==> src/rtl/camera_mem_pkg.sv <==
// camera_mem_pkg: constants and the read-FSM state encoding shared by the
// camera memory blocks (the pixel-capture write path and frame_reader).
//   MIG_ADDR_W        MIG UI word-address width
//   BURST_BYTES       bytes per BL8 burst of the 256-bit UI
//   ADDRESS_INCREMENT word-address step per burst
//   rd_state_t        frame_reader state encoding
package camera_mem_pkg;
    localparam int MIG_ADDR_W        = 29;
    localparam int BURST_BYTES       = 32;
    localparam int DATA_W            = BURST_BYTES * 8;
    localparam int ADDRESS_INCREMENT = 8;

    typedef enum logic [2:0] {
        S_IDLE  = 3'd0,
        S_ISSUE = 3'd1,
        S_ACK   = 3'd2,
        S_DRAIN = 3'd3,
        S_DONE  = 3'd4
    } rd_state_t;
endpackage

==> src/rtl/frame_reader_if.sv <==
// frame_reader_if: MIG read request/ack/data port plus the output FIFO
// write port used by the frame reader.
//   master : the reader (drives req/addr and FIFO writes)
//   slave  : MIG + FIFO side (drives ack, returned data, prog_full)
interface frame_reader_if;
    import camera_mem_pkg::*;

    logic                  mem_rd_req;
    logic [MIG_ADDR_W-1:0] mem_rd_addr;
    logic                  mem_rd_ack;
    logic                  mem_rd_data_valid;
    logic [DATA_W-1:0]     mem_rd_data;
    logic                  ofifo_wr_en;
    logic [DATA_W-1:0]     ofifo_din;
    logic                  ofifo_prog_full;

    modport master (
        output mem_rd_req, mem_rd_addr, ofifo_wr_en, ofifo_din,
        input  mem_rd_ack, mem_rd_data_valid, mem_rd_data, ofifo_prog_full
    );

    modport slave (
        input  mem_rd_req, mem_rd_addr, ofifo_wr_en, ofifo_din,
        output mem_rd_ack, mem_rd_data_valid, mem_rd_data, ofifo_prog_full
    );
endinterface

==> src/rtl/frame_reader_credit.sv <==
// frame_reader_credit: count of accepted-but-unreturned bursts.
//   clk, mem_reset  clock, async active-high reset
//   inc             a burst request was accepted
//   dec             a data beat returned
//   clear           drop all credit (watchdog recovery)
//   count           current outstanding bursts
//   can_issue       room for one more burst
//   overflow        sticky: a beat returned with nothing outstanding
module frame_reader_credit #(
    parameter  int MAX_OUTSTANDING = 8,
    localparam int CNT_W           = $clog2(MAX_OUTSTANDING) + 1
) (
    input  logic             clk,
    input  logic             mem_reset,
    input  logic             inc,
    input  logic             dec,
    input  logic             clear,
    output logic [CNT_W-1:0] count,
    output logic             can_issue,
    output logic             overflow
);
    logic [CNT_W-1:0] count_q, count_d;
    logic             overflow_q, overflow_d;

    always_comb begin
        count_d    = count_q;
        overflow_d = overflow_q;
        // A beat with zero credit is flagged; the counter is held rather
        // than wrapped so the reader can still finish the frame.
        if (dec && count_q == '0)
            overflow_d = 1'b1;
        if (clear)
            count_d = '0;
        else if (inc && !dec)
            count_d = count_q + CNT_W'(1);
        else if (dec && !inc && count_q != '0)
            count_d = count_q - CNT_W'(1);
    end

    always_ff @(posedge clk or posedge mem_reset) begin
        if (mem_reset) begin
            count_q    <= '0;
            overflow_q <= 1'b0;
        end else begin
            count_q    <= count_d;
            overflow_q <= overflow_d;
        end
    end

    assign count     = count_q;
    assign can_issue = count_q < CNT_W'(MAX_OUTSTANDING);
    assign overflow  = overflow_q;
endmodule

==> src/rtl/frame_reader.sv <==
// frame_reader: replays a frame from DDR through the MIG read port into the
// host output FIFO using fixed-size burst reads with credit-limited
// outstanding requests.
//   clk, mem_reset      memory UI clock, async active-high reset
//   start               one-cycle pulse; begin a frame (ignored while busy)
//   start_addr          frame byte address; [29:1] is the word address
//   frame_len           bursts to read
//   busy                high from accepted start until done
//   frame_read_done     one-cycle pulse after the last beat
//   overflow            sticky: a beat arrived with zero outstanding
//   timeout             watchdog pulse (only with FRAME_READER_TIMEOUT_EN)
//   bus                 MIG read + output FIFO port (master side)
// Build option: define FRAME_READER_TIMEOUT_EN to add a 24-bit stall
// watchdog that abandons the wait and finishes the frame.
module frame_reader #(
    parameter int LEN_W             = 20,
    parameter int ADDRESS_INCREMENT = camera_mem_pkg::ADDRESS_INCREMENT,
    parameter int MAX_OUTSTANDING   = 8
) (
    input  logic             clk,
    input  logic             mem_reset,
    input  logic             start,
    input  logic [29:0]      start_addr,
    input  logic [LEN_W-1:0] frame_len,
    output logic             busy,
    output logic             frame_read_done,
    output logic             overflow,
`ifdef FRAME_READER_TIMEOUT_EN
    output logic             timeout,
`endif
    frame_reader_if.master   bus
);
    import camera_mem_pkg::*;

    localparam int CNT_W = $clog2(MAX_OUTSTANDING) + 1;

    rd_state_t             state_q, state_d;
    logic [MIG_ADDR_W-1:0] addr_q, addr_d;
    logic [LEN_W-1:0]      remaining_q, remaining_d;
    logic                  busy_q, busy_d;
    logic                  done_q, done_d;
    logic                  req_q, req_d;
    logic                  wr_en_q, wr_en_d;
    logic [DATA_W-1:0]     din_q, din_d;

    logic [CNT_W-1:0]      outstanding;
    logic                  can_issue;
    logic                  ack_taken;
    logic                  issue_ok;
    logic                  credit_clear;
    logic                  wd_expired;

    // Byte address bit 0 has no meaning on the word-addressed UI.
    logic unused_addr_lsb;
    assign unused_addr_lsb = start_addr[0];

    assign ack_taken = (state_q == S_ACK) && bus.mem_rd_ack;
    // A fresh request is not raised while ack is still high, so a stale
    // ack can never be taken for the new request.
    assign issue_ok  = (remaining_q != '0) && can_issue &&
                       !bus.ofifo_prog_full && !bus.mem_rd_ack;

`ifdef FRAME_READER_TIMEOUT_EN
    logic [23:0] wd_q, wd_d;
    logic        timeout_q, timeout_d;
    logic        wd_state;

    assign wd_state   = (state_q == S_ACK) || (state_q == S_DRAIN);
    assign wd_expired = wd_state && (wd_q == 24'hFF_FFFF);

    always_comb begin
        wd_d      = '0;
        timeout_d = wd_expired;
        if (wd_state && !bus.mem_rd_ack && !bus.mem_rd_data_valid && !wd_expired)
            wd_d = wd_q + 24'd1;
    end

    assign timeout = timeout_q;
`else
    assign wd_expired = 1'b0;
`endif

    assign credit_clear = wd_expired;

    frame_reader_credit #(
        .MAX_OUTSTANDING (MAX_OUTSTANDING)
    ) u_credit (
        .clk       (clk),
        .mem_reset (mem_reset),
        .inc       (ack_taken),
        .dec       (bus.mem_rd_data_valid),
        .clear     (credit_clear),
        .count     (outstanding),
        .can_issue (can_issue),
        .overflow  (overflow)
    );

    // State register (plus all datapath flops)
    always_ff @(posedge clk or posedge mem_reset) begin
        if (mem_reset) begin
            state_q     <= S_IDLE;
            addr_q      <= '0;
            remaining_q <= '0;
            busy_q      <= 1'b0;
            done_q      <= 1'b0;
            req_q       <= 1'b0;
            wr_en_q     <= 1'b0;
            din_q       <= '0;
`ifdef FRAME_READER_TIMEOUT_EN
            wd_q        <= '0;
            timeout_q   <= 1'b0;
`endif
        end else begin
            state_q     <= state_d;
            addr_q      <= addr_d;
            remaining_q <= remaining_d;
            busy_q      <= busy_d;
            done_q      <= done_d;
            req_q       <= req_d;
            wr_en_q     <= wr_en_d;
            din_q       <= din_d;
`ifdef FRAME_READER_TIMEOUT_EN
            wd_q        <= wd_d;
            timeout_q   <= timeout_d;
`endif
        end
    end

    // Next state
    always_comb begin
        state_d = state_q;
        case (state_q)
            S_IDLE:  if (start) state_d = (frame_len == '0) ? S_DONE : S_ISSUE;
            S_ISSUE: begin
                if (remaining_q == '0) state_d = S_DRAIN;
                else if (issue_ok)     state_d = S_ACK;
            end
            S_ACK:   if (ack_taken) state_d = S_ISSUE;
            S_DRAIN: if (outstanding == '0) state_d = S_DONE;
            S_DONE:  state_d = S_IDLE;
            default: state_d = S_IDLE;
        endcase
        if (wd_expired) state_d = S_DONE;
    end

    // Outputs and datapath
    always_comb begin
        addr_d      = addr_q;
        remaining_d = remaining_q;
        busy_d      = busy_q;
        done_d      = 1'b0;
        req_d       = 1'b0;
        // Returned beats are forwarded in every state, never dropped.
        wr_en_d     = bus.mem_rd_data_valid;
        din_d       = bus.mem_rd_data;
        case (state_q)
            S_IDLE: begin
                if (start) begin
                    addr_d      = start_addr[29:1];
                    remaining_d = frame_len;
                    busy_d      = 1'b1;
                end
            end
            S_ISSUE: req_d = issue_ok;
            S_ACK: begin
                if (ack_taken) begin
                    addr_d      = addr_q + MIG_ADDR_W'(ADDRESS_INCREMENT);
                    remaining_d = remaining_q - LEN_W'(1);
                end else begin
                    req_d = 1'b1;
                end
            end
            S_DONE: begin
                done_d = 1'b1;
                busy_d = 1'b0;
            end
            default: ;
        endcase
        if (wd_expired) req_d = 1'b0;
    end

    assign busy            = busy_q;
    assign frame_read_done = done_q;
    assign bus.mem_rd_req  = req_q;
    assign bus.mem_rd_addr = addr_q;
    assign bus.ofifo_wr_en = wr_en_q;
    assign bus.ofifo_din   = din_q;
endmodule

==> src/flat_wrapper.sv <==
// flat-port wrapper written by rule: the top's interface ports become plain ports
module frame_reader_flat import camera_mem_pkg::*;
#(
    parameter int LEN_W             = 20,
    parameter int ADDRESS_INCREMENT = camera_mem_pkg::ADDRESS_INCREMENT,
    parameter int MAX_OUTSTANDING   = 8
)
  (clk, mem_reset, start, start_addr, frame_len, busy, frame_read_done, overflow, bus_mem_rd_req, bus_mem_rd_addr, bus_ofifo_wr_en, bus_ofifo_din, bus_mem_rd_ack, bus_mem_rd_data_valid, bus_mem_rd_data, bus_ofifo_prog_full);
  frame_reader_if bus_i ();
  input  logic clk;
  input  logic mem_reset;
  input  logic start;
  input  logic [29:0] start_addr;
  input  logic [LEN_W-1:0] frame_len;
  output logic busy;
  output logic frame_read_done;
  output logic overflow;
  output wire logic [$bits(bus_i.mem_rd_req)-1:0] bus_mem_rd_req;
  output wire logic [$bits(bus_i.mem_rd_addr)-1:0] bus_mem_rd_addr;
  output wire logic [$bits(bus_i.ofifo_wr_en)-1:0] bus_ofifo_wr_en;
  output wire logic [$bits(bus_i.ofifo_din)-1:0] bus_ofifo_din;
  input wire logic [$bits(bus_i.mem_rd_ack)-1:0] bus_mem_rd_ack;
  input wire logic [$bits(bus_i.mem_rd_data_valid)-1:0] bus_mem_rd_data_valid;
  input wire logic [$bits(bus_i.mem_rd_data)-1:0] bus_mem_rd_data;
  input wire logic [$bits(bus_i.ofifo_prog_full)-1:0] bus_ofifo_prog_full;
  assign bus_mem_rd_req = bus_i.mem_rd_req;
  assign bus_mem_rd_addr = bus_i.mem_rd_addr;
  assign bus_ofifo_wr_en = bus_i.ofifo_wr_en;
  assign bus_ofifo_din = bus_i.ofifo_din;
  assign bus_i.mem_rd_ack = bus_mem_rd_ack;
  assign bus_i.mem_rd_data_valid = bus_mem_rd_data_valid;
  assign bus_i.mem_rd_data = bus_mem_rd_data;
  assign bus_i.ofifo_prog_full = bus_ofifo_prog_full;
  frame_reader #(.LEN_W(LEN_W), .ADDRESS_INCREMENT(ADDRESS_INCREMENT), .MAX_OUTSTANDING(MAX_OUTSTANDING)) u_core (.clk(clk), .mem_reset(mem_reset), .start(start), .start_addr(start_addr), .frame_len(frame_len), .busy(busy), .frame_read_done(frame_read_done), .overflow(overflow), .bus(bus_i));
endmodule
==> config.mk <==
export PLATFORM = sky130hd
export DESIGN_NAME = frame_reader_flat
export DESIGN_NICKNAME = d
export VERILOG_FILES = /design/src/rtl/camera_mem_pkg.sv /design/src/rtl/frame_reader_if.sv /design/src/rtl/frame_reader_credit.sv /design/src/rtl/frame_reader.sv /design/src/flat_wrapper.sv
export SDC_FILE = /design/constraint.sdc
export NUM_CORES = 1
export LEC_CHECK = 0
export ABC_CLOCK_PERIOD_IN_PS = 14200
export CAP_MARGIN = 10
export CORE_AREA = 4 4 234 236
export CTS_BUF_LIST = sky130_fd_sc_hd__clkbuf_4
export DETAILED_ROUTE_END_ITERATION = 8
export DIE_AREA = 0 0 238 240
export HOLD_SLACK_MARGIN = 0.12
export PLACE_DENSITY = 0.56
export SLEW_MARGIN = 20
export SYNTH_ARGS = -nofsm -noshare
export SYNTH_HDL_FRONTEND = slang
export SYNTH_HIERARCHICAL = 1
export SYNTH_SLANG_ARGS = --single-unit
==> constraint.sdc <==
create_clock -name clk -period 14.2 [get_ports clk]
set_input_delay 4.26 -clock clk [delete_from_list [all_inputs] [get_ports clk]]
set_output_delay 4.26 -clock clk [all_outputs]
set_load 0.005 [all_outputs]
After elaboration in Yosys (flattened, before gate mapping)
Cells that the tools add are included.
- equal/unequal tests: 8
- div/mod/pow operators: 0
- shift operators: 0
- bitwise operators: 0
- order comparisons: 1
- $add $sub $neg: 4
- multiply operators: 0
- multiplexer cells: 20
- reductions and logical operators: 24
- operators by type and width (cell ; count):
    29-bit 2-to-1 mux ; 2
    29-bit one-hot mux with 2 select lines ; 1
    20-bit logical NOT ; 2
    20-bit 2-to-1 mux ; 2
    20-bit one-hot mux with 2 select lines ; 1
    29-bit by 4-bit adder with 29-bit output (second input constant) ; 1
    20-bit nonzero test ; 1
    20-bit by 1-bit subtractor with 20-bit output (second input constant) ; 1
    3-bit 2-to-1 mux ; 6
    3-bit one-hot mux with 4 select lines ; 1
    1-bit logical AND ; 8
    4-bit 2-to-1 mux ; 2
    3-bit by 2-bit == test with 1-bit output (second input constant) ; 2
    2-bit nonzero test ; 3
    4-bit by 1-bit adder with 4-bit output (second input constant) ; 1
    1-bit logical NOT ; 4
    4-bit logical NOT ; 1
    4-bit less-than comparator (second input constant) ; 1
    2-bit != test (second input constant) ; 2
    1-bit one-hot mux with 2 select lines ; 2
    4-bit AND reduction ; 1
    4-bit nonzero test ; 1
    4-bit by 1-bit subtractor with 4-bit output (second input constant) ; 1
    3-bit by 1-bit == test with 1-bit output (second input constant) ; 1
    7 further kinds ; 9
- output and inout bits: 290
- memory bits (writable): 0
- bits in latches: 0
- memories: 0
- register bits: 317
- memory bits (read-only): 0
- input port bits: 312
- logic and storage cells: 67

Longest topological paths before layout
- depth after elaboration: 7
- gate-level depth with buffers: 11
- gate-level depth less buffers: 9

Cells and area by module
Netlist, hierarchy kept.
- by module, submodules not included (module ; seq. area each (sq um) ; cells each ; times used ; area an instance (sq um)):
    frame_reader ; 7807.5 ; 682 ; 1 ; 10013.4
    frame_reader_credit ; 125.1 ; 33 ; 1 ; 315.3

Worst setup path before layout
Ideal clock, no wire load.
- path kind: input -> register
- from: input bus_mem_rd_ack
- to: register u_core.u_credit.count_q[3] (netlist: u_core/u_credit/count[3])
- data arrival time: 5533 ps
- setup time: 77 ps
- data required time: 14123 ps
- buffers on the path: 0
- slack: 8590 ps
- stages: 8
- path through: nand2_1 > inv_1 > nand2b_1 > ha_1 > nand3_1 > nor4bb_1 > or3_1 > a21oi_1
- word-level cells in the longest chain between the ends: 5
- elaborated cells on any way between the ends: 7
- classes of those cells: mux: 1; reduce/logical: 6
- RTL lines (what ; RTL line ; text):
    start: declaration ; flat_wrapper.sv:22 ; input wire logic [$bits(bus_i.mem_rd_ack)-1:0] bus_mem_rd_ack;
    1-bit logical AND * ; frame_reader.sv:57 ; assign ack_taken = (state_q == S_ACK) && bus.mem_rd_ack;
    via u_core.ack_taken ; frame_reader.sv:48 ; logic ack_taken;
    1-bit logical NOT ; frame_reader_credit.sv:36 ; else if (dec && !inc && count_q != '0)
    1-bit logical AND (2 in series) ; frame_reader_credit.sv:36 ;
    2-bit nonzero test (no line) ; - ;
    end signal: assignment ; frame_reader_credit.sv:45 ; count_q <= count_d;
    end: declaration ; frame_reader_credit.sv:22 ; logic [CNT_W-1:0] count_q, count_d;
Mark *: on every way through the listed nets, which the timed path passes. The rest lies on a longest branch.
A chain may end at the register's enable or synchronous reset.

Final worst setup path
- from: register u_core.addr_q[15] (netlist: u_core/bus.mem_rd_addr[15])
- to: output bus_mem_rd_addr[15]
- RTL lines (what ; RTL line ; text):
    start: declaration ; frame_reader.sv:38 ; logic [MIG_ADDR_W-1:0] addr_q, addr_d;
    start signal: assignment ; frame_reader.sv:115 ; addr_q <= addr_d;
    end: declaration ; flat_wrapper.sv:19 ; output wire logic [$bits(bus_i.mem_rd_addr)-1:0] bus_mem_rd_addr;
No word-level cell between the ends.

==> impl_metrics.xml <==
<?xml version="1.0" encoding="UTF-8"?>
<metrics>
  <group name="pwr">
    <metric name="clock_power_share" unit="">0.302</metric>
    <metric name="cellPowerDensity" unit="nW/um^2">150</metric>
    <metric name="peakVddDrop" unit="mV">0.0799</metric>
    <metric name="netSwitchingPower" unit="mW">0.923</metric>
    <metric name="switching_share" unit="">0.336</metric>
    <metric name="internal_power" unit="mW">1.83</metric>
    <metric name="leak_pwr" unit="nW">7.47</metric>
    <metric name="p_comb_frac" unit="">0.276</metric>
    <metric name="seq_power_share" unit="">0.422</metric>
  </group>
  <group name="outcome">
    <metric name="result_of_the_run" unit="">finished, final reports clean</metric>
  </group>
  <group name="critical_path">
    <metric name="critical-path-slowest-cell" unit="">clkdlybuf4s50_1</metric>
    <metric name="critPathMaxFanout" unit="">8</metric>
    <metric name="worst_path_largest_cell_delay" unit="ns">0.76</metric>
    <metric name="worst_path_dominant_cell_family" unit="">buffers and inverters</metric>
    <metric name="critPathLaunchType" unit="">flip-flop</metric>
    <metric name="worstPathBufferInverterCount" unit="">1</metric>
    <metric name="cells_along_the_critical_path" unit="">clkdlybuf4s50_1</metric>
    <metric name="timing.setup.critical_path_class" unit="">flip-flop to output port</metric>
    <metric name="critPathRequiredTime" unit="ns">9.94</metric>
    <metric name="critical_path.endpoint_type" unit="">output port</metric>
    <metric name="arrival" unit="ns">2.06</metric>
  </group>
  <group name="die">
    <metric name="floorplan.rows" unit="">84</metric>
    <metric name="core_region_area" unit="um^2">52400</metric>
    <metric name="design.portCount" unit="">602</metric>
    <metric name="die_width" unit="um">238</metric>
    <metric name="initial_utilization" unit="">0.197</metric>
    <metric name="fp.dieH" unit="um">240</metric>
    <metric name="dieArea" unit="um^2">57100</metric>
  </group>
  <group name="clock_tree">
    <metric name="clock_tree_from_tritoncts" unit="">done</metric>
    <metric name="cts.repair.resized" unit="">0</metric>
    <metric name="cts_hold_buf" unit="">0</metric>
    <metric name="clk-insertion-delay-late" unit="ns">0.82</metric>
    <metric name="clkSlewWorstSetupHoldPaths" unit="ns">0.06</metric>
    <metric name="cts-htree-levels" unit="">3</metric>
    <metric name="max-clock-path-buffers" unit="">3</metric>
    <metric name="cts.repair_timing.setup_buffer_count" unit="">0</metric>
    <metric name="cts.sinks" unit="">317</metric>
    <metric name="ctsRootBufferMaster" unit="">clkbuf_4</metric>
    <metric name="numCtsBuffers" unit="">87</metric>
  </group>
  <group name="detailed_routing">
    <metric name="detailroute.via_count" unit="">8906</metric>
    <metric name="m1WireLength" unit="mm">17.5</metric>
    <metric name="ant_nets" unit="">0</metric>
    <metric name="routed_wl" unit="mm">47.4</metric>
    <metric name="detail_route.iter0.violations" unit="">496</metric>
    <metric name="top_layer_used" unit="">met5</metric>
    <metric name="drt_pass1_iterations" unit="">5</metric>
    <metric name="vias_per_cell" unit="">4.17</metric>
    <metric name="met2WireLength" unit="mm">23.4</metric>
    <metric name="post_drt_wl_per_cell" unit="um">22.2</metric>
    <metric name="remaining_drc_errors" unit="">0</metric>
    <metric name="wl_met3" unit="mm">4.66</metric>
  </group>
  <group name="layout">
    <metric name="non_filler_instance_count_after_layout" unit="">2135</metric>
    <metric name="flow.area_growth_from_synthesis" unit="%">77.0</metric>
    <metric name="fin_nets" unit="">1703</metric>
    <metric name="fin_util" unit="">0.349</metric>
    <metric name="layout-drive-gt1-share" unit="">0.112</metric>
  </group>
  <group name="timing">
    <metric name="setup_viol" unit="">0</metric>
    <metric name="final.min_clock_period" unit="ns">6.32</metric>
    <metric name="postLayoutSetupSlackWorst" unit="ns">7.88</metric>
    <metric name="clock-skew-final" unit="ns">0.0624</metric>
    <metric name="clock.fmax" unit="GHz">0.158</metric>
    <metric name="final_hold_viol_count" unit="">0</metric>
    <metric name="transition_at_the_pin_with_the_smallest_max_transition_slack" unit="ns">1.07</metric>
    <metric name="finalSetupTns" unit="ns">0</metric>
    <metric name="final-max-slew-violation-count" unit="">0</metric>
    <metric name="maxSlewHeadroom" unit="">0.287</metric>
    <metric name="unrepaired_setup_endpoints_after_global_routing" unit="">false</metric>
    <metric name="final_min_period_over_clock_period" unit="">0.445</metric>
    <metric name="fin_worst_hold_slack" unit="ns">0.502</metric>
  </group>
  <group name="synth">
    <metric name="synth_enable_flop_cells" unit="">0</metric>
    <metric name="ys.flop_type" unit="">dfrtp_1</metric>
    <metric name="ys.warnings.count" unit="">6</metric>
    <metric name="ys_async_sr_fraction" unit="">1.00</metric>
    <metric name="yosysUniqueCellTypes" unit="">62</metric>
    <metric name="yosys_register_bits" unit="">317</metric>
    <metric name="yosysSeqAreaShare" unit="">0.768</metric>
    <metric name="syn_inst" unit="">715</metric>
    <metric name="total_standard_cell_area_after_synthesis" unit="um^2">10300</metric>
    <metric name="avgSynthCellArea" unit="um^2">14.4</metric>
  </group>
  <group name="grt">
    <metric name="grt_overflow" unit="">0</metric>
    <metric name="initial_antenna_violation_count" unit="">12</metric>
    <metric name="grt_pass1_vias" unit="">9373</metric>
    <metric name="total_routing_resource_utilization_after_global_routing" unit="">0.161</metric>
    <metric name="grt_max_degree" unit="">117</metric>
    <metric name="grt_pass1_wl" unit="mm">66.8</metric>
  </group>
  <group name="place">
    <metric name="io_buffers" unit="">600</metric>
    <metric name="place.gp.congestion" unit="">0.860</metric>
    <metric name="numPlacedInstances" unit="">1985</metric>
    <metric name="placement.setup.worst_slack" unit="ns">7.04</metric>
    <metric name="place_hpwl" unit="mm">36.8</metric>
  </group>
  <group name="hold_path">
    <metric name="hold_path_class" unit="">flip-flop to flip-flop</metric>
  </group>
  <group name="run">
    <metric name="timing.max_cap.violations" unit="">0</metric>
  </group>
</metrics>
## final timing paths
path,from,slack (ns),cells after the start,endpoint
worst max-delay path,u_core/bus.mem_rd_addr[15]$_DFFE_PP0P_,7.88,1,bus_mem_rd_addr[15]
worst min register to register,u_core/u_credit/overflow$_DFFE_PP0P_,0.50,1,u_core/u_credit/overflow$_DFFE_PP0P_
max in group asynchronous,mem_reset,8.02,4,u_core/bus.mem_rd_addr[8]$_DFFE_PP0P_
worst max register to register,u_core/state_q[1]$_DFFE_PP0P_,11.52,5,u_core/bus.mem_rd_addr[28]$_DFFE_PP0P_
min in group asynchronous,mem_reset,3.83,2,u_core/u_credit/count[2]$_DFFE_PP0P_
worst min-delay path,u_core/u_credit/overflow$_DFFE_PP0P_,0.50,1,u_core/u_credit/overflow$_DFFE_PP0P_
## synth_stat cells (5+ instances only)
library cell / instances / area share
dfrtp_1: 317 / 0.77
nor2_1: 40 / 0.015
a21oi_1: 34 / 0.016
nand2_1: 28 / 0.010
clkbuf_1: 24 / 0.0087
o21ai_0: 24 / 0.012
nand3_1: 20 / 0.0097
inv_1: 16 / 0.0058
nor4_1: 16 / 0.0097
nand4_1: 14 / 0.0085
nor3_1: 12 / 0.0058
a31oi_1: 11 / 0.0067
o22ai_1: 9 / 0.0055
a21boi_0: 8 / 0.0058
a2bb2oi_1: 8 / 0.0068
nand2b_1: 8 / 0.0048
a211oi_1: 7 / 0.0051
or3_1: 7 / 0.0042
or4_1: 7 / 0.0051
a22oi_1: 6 / 0.0044
a311oi_1: 6 / 0.0051
mux2_2: 6 / 0.0065
and3_1: 5 / 0.0030
buf_1: 5 / 0.0018
o211ai_1: 5 / 0.0036
o2bb2ai_1: 5 / 0.0042
o311ai_0: 5 / 0.0042
## power groups by stage
stage	clock (mW)	combinational, mW	sequential (mW)
final	0.830	0.759	1.16
after global placement	0	0.757	1.17
after detailed placement	0	0.766	1.17
after floorplan	0	0.365	1.14
after global routing	0.920	0.833	1.18
after CTS	0.863	0.771	1.16
## layer usage
layer | track usage | vias to the layer above
met5 | 0 | -
met1 | 0.180 | 4342
met3 | 0.0631 | 98
li1 | - | 3973
met2 | 0.274 | 481
met4 | 0.0684 | 12
## final cells by class
cell class                 count  area [um^2]
timing repair buffer         609         6080
tap                          688          861
multi-input combinational    355         2240
inverter                      16         67.6
antenna                        4         10.0
clock buffer                 121          908
clock inverter                25          179
fill                        5172        34200
sequential                   317         7930
## registers in the layout, summed over array words and instances (netlist names)
| signal | cells |
|---|---|
| u_core/bus.ofifo_din | 256 |
| u_core/bus.mem_rd_addr | 29 |
| u_core/remaining_q | 20 |
| u_core/u_credit/count | 4 |
| u_core/bus.ofifo_wr_en | 1 |
| u_core/busy | 1 |
| u_core/frame_read_done | 1 |
| u_core/bus.mem_rd_req | 1 |
| u_core/state_q | 3 |
| u_core/u_credit/overflow | 1 |
## cells in the final DEF, fill, tap and decap left out, types with 4 or more instances in the layout
cell,count
clkinv_1,11
nand4_1,14
ha_1,4
a311oi_1,6
a211oi_1,7
a31oi_1,11
nand2b_1,8
o311ai_0,5
clkinv_2,7
dfrtp_1,317
nor4_1,16
o22ai_1,9
clkbuf_4,121
diode_2,4
nand3_1,20
mux2_2,6
a21boi_0,8
buf_4,8
a21oi_1,34
nor3_1,11
a2bb2oi_1,8
conb_1,4
and2_1,4
o211ai_1,5
a22oi_1,6
o2bb2ai_1,5
or3_1,7
and3_1,5
nand2_1,28
clkdlybuf4s50_1,600
or4_1,7
nor2_1,40
o21ai_0,24
inv_1,15
## cell families (layout without fill, tap and decap cells)
group | Yosys count | after routing | share of synthesized area
XOR/XNOR | 2 | 2 | 0.00170
buffers and inverters | 46 | 771 | 0.0168
adder cells (fa/ha/maj) | 5 | 5 | 0.00678
AND/OR/NAND/NOR | 185 | 185 | 0.0993
AO/OA/AOI/OAI | 151 | 151 | 0.0985
flip-flops | 317 | 317 | 0.768
other | 1 | 8 | 0.000363
multiplexers | 8 | 8 | 0.00848
## through the flow
| step | power [mW] | cell area [um^2] |
|---|---|---|
| floorplan | 1.50 | 10300 |
| global placement | 1.93 | 17200 |
| detailed placement | 1.94 | 17200 |
| CTS | 2.79 | 18300 |
| global route | 2.93 | 18300 |
| finish | 2.75 | 18300 |
(Power assumes the default switching activity.)
